===== config.mk =====
export PLATFORM = sky130hd
export DESIGN_NAME = md_issue_ctrl
export DESIGN_NICKNAME = d
export VERILOG_FILES = /design/src/rtl/md_issue_ctrl_pkg.sv /design/src/rtl/md_sat_counter.sv /design/src/rtl/md_issue_ctrl.sv
export SDC_FILE = /design/constraint.sdc
export NUM_CORES = 1
export LEC_CHECK = 0
export ABC_AREA = 0
export BUFFER_PORTS_ARGS = -buffer_cell sky130_fd_sc_hd__buf_2
export CORE_MARGIN = 4
export CORE_UTILIZATION = 56
export CTS_CLUSTER_DIAMETER = 40
export DETAILED_ROUTE_END_ITERATION = 8
export PLACE_DENSITY = 0.9
export SYNTH_ARGS = -nofsm -noshare
export SYNTH_HDL_FRONTEND = slang
export SYNTH_SLANG_ARGS = --single-unit

===== constraint.sdc =====
create_clock -name clk -period 4.3 [get_ports clk]
set_input_delay 0.215 -clock clk [delete_from_list [all_inputs] [get_ports clk]]
set_output_delay 0.215 -clock clk [all_outputs]
set_load 0.1 [all_outputs]

===== src/rtl/md_issue_ctrl_pkg.sv =====
// Shared muldiv select encodings, shadow FSM state codes and decode helpers.
package md_issue_ctrl_pkg;

    localparam logic [2:0] MULDIV_SELECT_LO = 3'd0;
    localparam logic [2:0] MULDIV_SELECT_HI = 3'd1;
    localparam logic [2:0] MULDIV_DO_MUL    = 3'd2;
    localparam logic [2:0] MULDIV_DO_MULU   = 3'd3;
    localparam logic [2:0] MULDIV_DO_DIV    = 3'd4;
    localparam logic [2:0] MULDIV_DO_DIVU   = 3'd5;

    typedef enum logic [1:0] {
        MdStIdle = 2'd0,
        MdStMul  = 2'd1,
        MdStDiv  = 2'd2
    } md_state_e;

    function automatic logic is_mul_sel(input logic [2:0] sel);
        return (sel == MULDIV_DO_MUL) || (sel == MULDIV_DO_MULU);
    endfunction

    function automatic logic is_div_sel(input logic [2:0] sel);
        return (sel == MULDIV_DO_DIV) || (sel == MULDIV_DO_DIVU);
    endfunction

endpackage


===== src/rtl/md_sat_counter.sv =====
// Generic saturating up-counter for pipeline statistics; holds at all-ones.
module md_sat_counter #(
    parameter int unsigned W = 16
) (
    input  logic         clk,
    input  logic         rst,
    input  logic         inc,
    output logic [W-1:0] count
);

    logic [W-1:0] count_q;

    // Count up on inc, never wrapping past all-ones
    always_ff @(posedge clk) begin
        if (rst) begin
            count_q <= '0;
        end else if (inc && (count_q != {W{1'b1}})) begin
            count_q <= count_q + W'(1);
        end
    end

    assign count = count_q;

endmodule


===== src/rtl/md_issue_ctrl.sv =====
// Muldiv issue/hazard controller: gates start/write into the unit, shadows its
// busy window to stall dependent D-stage instructions, and tracks consistency.
module md_issue_ctrl
    import md_issue_ctrl_pkg::*;
#(
    parameter int unsigned MUL_CYCLES = 5,
    parameter int unsigned DIV_CYCLES = 10,
    parameter int unsigned CNT_W      = 4,
    parameter int unsigned STAT_W     = 16
) (
    input  logic              clk,
    input  logic              rst,
    input  logic              req,
    input  logic              D_md_use,
    input  logic              E_md_start,
    input  logic              E_md_we,
    input  logic [2:0]        E_md_sel,
    input  logic              md_busy,
    output logic              md_start,
    output logic              md_we,
    output logic [2:0]        md_sel,
    output logic              stall_D,
    output logic [1:0]        md_state,
    output logic              mismatch,
    output logic [STAT_W-1:0] stall_cnt
);

    logic [CNT_W-1:0] cnt_q, cnt_d;
    md_state_e        state_q, state_d;
    logic             mismatch_q;
    logic             shadow_busy;

    // Write beats start on an illegal double decode; a flush kills both
    assign md_start    = E_md_start & ~req & ~E_md_we;
    assign md_we       = E_md_we & ~req;
    assign md_sel      = E_md_sel;
    assign shadow_busy = (cnt_q != '0);
    // Start cycle stalls too: the unit's busy only rises after this edge
    assign stall_D     = D_md_use & (md_start | shadow_busy);

    // Shadow state and counter register
    always_ff @(posedge clk) begin
        if (rst) begin
            cnt_q   <= '0;
            state_q <= MdStIdle;
        end else begin
            cnt_q   <= cnt_d;
            state_q <= state_d;
        end
    end

    // Next shadow window: write cancels, start reloads, otherwise count down
    always_comb begin
        cnt_d   = cnt_q;
        state_d = state_q;
        if (md_we) begin
            cnt_d   = '0;
            state_d = MdStIdle;
        end else if (md_start && is_mul_sel(E_md_sel)) begin
            cnt_d   = CNT_W'(MUL_CYCLES);
            state_d = MdStMul;
        end else if (md_start && is_div_sel(E_md_sel)) begin
            cnt_d   = CNT_W'(DIV_CYCLES);
            state_d = MdStDiv;
        end else if (!md_start && shadow_busy) begin
            cnt_d = cnt_q - CNT_W'(1);
            if (cnt_q == CNT_W'(1)) begin
                state_d = MdStIdle;
            end
        end
    end

    // Sticky flag for any edge where the shadow and the unit disagree
    always_ff @(posedge clk) begin
        if (rst) begin
            mismatch_q <= 1'b0;
        end else if (shadow_busy != md_busy) begin
            mismatch_q <= 1'b1;
        end
    end

    assign md_state = state_q;
    assign mismatch = mismatch_q;

    md_sat_counter #(
        .W (STAT_W)
    ) u_stall_stat (
        .clk   (clk),
        .rst   (rst),
        .inc   (stall_D),
        .count (stall_cnt)
    );

endmodule

# Word-level counts from Yosys, hierarchy flattened
# Cells that the tools add are included.
word_totals:
  in_bits: 10
  elab_cells: 45
  ff_bits: 23
  output_inout_bits: 25
op_classes:
  eq_ne: 7
  n_reduce_logical: 16
  n_bitwise: 7
  addsub: 2
  muxes: 7
ops:
  columns: ["operator", "count"]
  rows:
  - ["$add A16 B1 Y16 const B", 1]
  - ["$ne A16 B16 Y1 const B", 1]
  - ["$mux W4", 2]
  - ["$eq A3 B2 Y1 const B", 2]
  - ["$eq A3 B3 Y1 const B", 2]
  - ["$mux W2", 3]
  - ["$reduce_bool A3 Y1", 2]
  - ["$and A1 B1 Y1", 4]
  - ["$eq A4 B1 Y1 const B", 1]
  - ["$logic_and A1 B1 Y1", 4]
  - ["$reduce_and A2 Y1", 2]
  - ["$reduce_bool A2 Y1", 2]
  - ["$reduce_bool A4 Y1", 1]
  - ["$sub A4 B1 Y4 const B", 1]
  - ["$mux W3", 1]
  - ["$reduce_or A3 Y1", 1]
  - ["$logic_or A1 B1 Y1", 2]
  - ["$not A1 Y1", 2]
  - ["$reduce_or A2 Y1", 1]
  - ["$logic_not A1 Y1", 1]
  - ["$mux W1", 1]
  - ["$ne A1 B1 Y1", 1]
  - ["$or A1 B1 Y1", 1]

# Depth between registers and ports, before layout
depth:
  word_depth: 8
  depth_mapped: 8
  mapped_depth_nobuf: 7

# By module
# From an unflattened synthesis, not the netlist that was laid out.
unflattened:
  hier_cells: 154
  hier_area_um2: 1350.0
modules_own_cells:
  columns: ["module", "cells_per_inst", "n_inst", "seq_area_each_um2", "area_per_inst_um2"]
  rows:
  - ["md_sat_counter", 99, 1, 320.3, 848.3]
  - ["md_issue_ctrl", 55, 1, 140.1, 501.7]

# Least setup slack after synthesis
# OpenSTA, ideal clock, no wires.
synth_timing:
  kind: "flip-flop to flip-flop"
  from: "reg u_stall_stat.count_q[0] (netlist: u_stall_stat.count[0])"
  to: "reg u_stall_stat.count_q[10] (netlist: u_stall_stat.count[10])"
  path_stages_with_launch: 6
  arrival_ns: 2.465
  synth_period_minus_slack_ns: 2.586
  setup_time_ns: 0.121
  path_buffers: 0
  path_slack_ns: 1.714
  t_required_ns: 4.179
  path_cell_list: "dfxtp_1 ha_1 nand4_1 or2_2 nor4b_1 mux2_2"
synth_between:
  elab_chain_len: 2
  word_cells_on_any_way: 3
  classes_between: "add/sub (1); eq/ne (1); reduce/logical (1)"
synth_rtl:
  columns: ["item", "line", "source"]
  rows:
  - ["start: declaration", "md_sat_counter.sv:11", "logic [W-1:0] count_q;"]
  - ["start signal: assignment", "md_sat_counter.sv:18", "count_q <= count_q + W'(1);"]
  - ["branches (longest 2 deep; another with $add A16 B1 Y16)", null, null]
# Parallel ways; which one is timed is not known.
# A chain may end at the register's enable or synchronous reset.

# Final worst setup path
layout_timing:
  from: "reg cnt_q[0]"
  to: "out stall_D"
layout_between:
  elab_chain_len: 3
layout_rtl:
  columns: ["item", "line", "source"]
  rows:
  - ["start: declaration", "md_issue_ctrl.sv:28", "logic [CNT_W-1:0] cnt_q, cnt_d;"]
  - ["start signal: assignment", "md_issue_ctrl.sv:47", "cnt_q <= cnt_d;"]
  - ["$reduce_bool A4 Y1", "md_issue_ctrl.sv:37", "assign shadow_busy = (cnt_q != '0);"]
  - ["$or A1 B1 Y1", "md_issue_ctrl.sv:39", "assign stall_D = D_md_use & (md_start | shadow_busy);"]
  - ["$and A1 B1 Y1", "md_issue_ctrl.sv:39", null]
  - ["end: declaration", "md_issue_ctrl.sv:22", "output logic stall_D,"]
# No other way between the ends.

==> impl_metrics.json <==
{
  "ctsHoldBuffers": 0,
  "io_pins": 35,
  "clock-sinks": 23,
  "vdd_drop_max_mv": 0.299,
  "path_max_fanout": 14,
  "outcome": "complete, no violations",
  "postRouteAntennaNets": 0,
  "root_buffer": "clkbuf_4",
  "clock_latency_ns": 0.31,
  "post_cts_buffers": 0,
  "syn_area_um2": 1400,
  "final.setup_skew_ns": 0.00386,
  "dpl-instance-area_um2": 1520,
  "critical_path.cell_chain": "inv_1 -> ha_1 -> or3b_2 -> o21ai_4 -> inv_1 -> buf_2",
  "clk_pin_slew_ns": 0.13,
  "worstSetupPathType": "flip-flop to output pin",
  "cts_resized": 0,
  "rsz0062_at_grt": "false",
  "drc": 0,
  "yosysUniqueCellTypes": 44,
  "cts_made_buffers": 3,
  "synth_nets": 174,
  "use_met2_pct": 32.6,
  "drive_gt1_share_pct": 29.0,
  "track_usage_pct": 18.9,
  "die-area_um2": 3370,
  "period_minus_slack_ns": 2.60,
  "path_common_cell": "inv_1",
  "dp_hpwl_um": 2330,
  "postSynthCellCount": 160,
  "grt-busiest-layer": "met2",
  "finalHoldViolations": 0,
  "hold_path_class": "primary input to flip-flop",
  "cts_tree": "done",
  "yosys_warnings": 0,
  "layout_common_cells": "buf_2 (32), dfxtp_1 (23), a21oi_1 (18)",
  "timing.rr.start": "u_stall_stat.count[0]",
  "max_freq_mhz": 384,
  "startpoint": "cnt_q[0]",
  "cp-start-kind": "flip-flop",
  "wl_per_cell_um": 14.4,
  "area_growth_pct": 10.4,
  "rrSetupSlack_ns": 2.12,
  "io_buffers": 32,
  "grt-ovfl-total": 0,
  "seq_area_frac_synth_pct": 32.8,
  "num_vias": 1324,
  "row_count": 17,
  "cts_htree_levels": 1,
  "worstMarginPinSlew_ns": 0.560,
  "drv_slew": 0,
  "endpoint_kind": "output pin",
  "use_met3_pct": 4.68,
  "avgViaCountPerCell": 6.19,
  "cp.arrival_ns": 2.39,
  "min_from": "md_busy",
  "p_per_area_nw_per_um2": 466,
  "nets": 201,
  "grtUsageMet1_pct": 22.7,
  "min_period_over_period_pct": 60.5,
  "place_congestion": 0.887,
  "layout_commonest_cell": "buf_2",
  "firstDrtPassIters": 4,
  "tns_ns": 0,
  "floorplan.die.height_um": 58.1,
  "power.leakage_nw": 0.603,
  "relSlewSlack_pct": 62.3,
  "antenna_cells": 0,
  "post_synth.cell_area_avg_um2": 8.77,
  "initial_core_util_pct": 61.1,
  "grt_pass1_vias": 1200,
  "fp.dieW_um": 58.1,
  "grt_pass1_wl_um": 5090,
  "drt-total-wl_um": 3090,
  "finalSetupViolations": 0,
  "critPathMaxStageDelay_ns": 0.54,
  "cp_top_family": "buffers and inverters",
  "crit_path_top_delay_cell": "or3b_2",
  "worst-path-buf-inv": 3,
  "required_ns": 4.09,
  "core_area_um2": 2300,
  "clockBufferDepth": 2,
  "fin_area_um2": 1550,
  "max_cap_viol_count": 0,
  "grt_max_degree": 24,
  "drtIter0Drc": 60,
  "synth_seq_cells": 23,
  "antenna_found_initial": 0
}
[where the power goes]
| part | switching, mW | total [mW] | leakage [nW] | internal, mW |
|---|---|---|---|---|
| combinational | 0.252 | 0.356 | 0.402 | 0.104 |
| sequential | 0.0246 | 0.263 | 0.187 | 0.239 |
| clock | 0.0673 | 0.104 | 0.0150 | 0.0362 |
[sequential cells by signal (all words and copies together) (netlist names)]
register and flops:
cnt_q 4, md_state 2, mismatch 1, u_stall_stat.count 16
[per-layer routing]
layer	vias to the layer above	wire (um)
li1	644	-
met1	613	1290
met2	63	1480
met3	4	279
met4	0	34
met5	-	0
[Yosys cell counts]
cell / instances / share of area, %
nand2_1: 11 / 2.9
o21ai_4: 2 / 2.3
ha_1: 4 / 3.6
nor4_2: 2 / 1.8
or2_2: 2 / 0.89
o31ai_1: 5 / 2.7
and4_1: 2 / 1.2
clkbuf_1: 3 / 0.80
nor4_4: 1 / 1.5
or3b_2: 1 / 0.62
o21ai_0: 3 / 1.1
buf_6: 3 / 2.4
buf_4: 5 / 2.7
nor2_1: 10 / 2.7
and4_2: 1 / 0.71
mux2i_1: 1 / 0.71
nand4_1: 3 / 1.3
xnor2_1: 2 / 1.2
nor4b_1: 1 / 0.62
dfxtp_1: 23 / 33
or4_1: 6 / 3.2
nand3_1: 5 / 1.8
a2bb2oi_1: 1 / 0.62
nor2b_1: 5 / 2.2
a21oi_1: 18 / 6.4
nor4_1: 4 / 1.8
a21o_2: 1 / 0.62
clkinv_8: 1 / 1.2
nand4b_1: 1 / 0.62
o41ai_1: 1 / 0.62
nand2b_1: 2 / 0.89
inv_1: 6 / 1.6
nand3b_1: 1 / 0.53
and2b_2: 1 / 0.62
or3b_1: 1 / 0.62
mux2_2: 5 / 4.0
nor3_1: 6 / 2.1
nor3b_1: 1 / 0.53
a211oi_1: 2 / 1.1
a221oi_1: 2 / 1.2
mux2_1: 1 / 0.80
nand4_2: 1 / 0.89
or3_1: 2 / 0.89
a31oi_1: 1 / 0.45
[worst paths after layout]
kind / end / cells after the start
max: stall_D / 6
min: mismatch / 4
max reg2reg: u_stall_stat.count[6] / 6
min reg2reg: mismatch / 2
[worst reg2reg max path, cell delays in order, from the launching register on]
cell and delay, ns:
dfxtp_1 0.40, ha_1 0.23, nand4_1 0.19, nor4_2 0.57
buf_4 0.31, nor4_4 0.05, mux2_1 0.32
[through the flow]
step           hold slack, ns  instances  worst slack, ns  utilization [%]  power [mW]
2_1_floorplan           0.425        160             1.71                -       0.577
3_3_place_gp            0.432        210             2.17             66.3       0.609
3_5_place_dp            0.432        210             2.10             66.3       0.621
4_1_cts                 0.194        214             1.73             67.5       0.723
5_1_grt                 0.193        214             1.59             67.5       0.762
6_report                0.193        214             1.70             67.5       0.723
[kinds of logic after synthesis]
group | share of synthesized area (%)
and+or+nand+nor | 31.1
AOI/OAI and AO/OA | 17.1
buffers and inverters | 8.65
muxes | 5.53
adders and majority gates | 3.57
DFF | 32.8
xor gates and xnor gates | 1.25
[final cells by class]
class,count,area (um^2)
inverter,7,38.8
clock buffer,4,26.3
tap,28,35.0
fill,185,747
timing repair buffer,33,168
multi-input combinational,119,822
sequential,23,460
No activity file was read; power rests on OpenSTA's default activity.
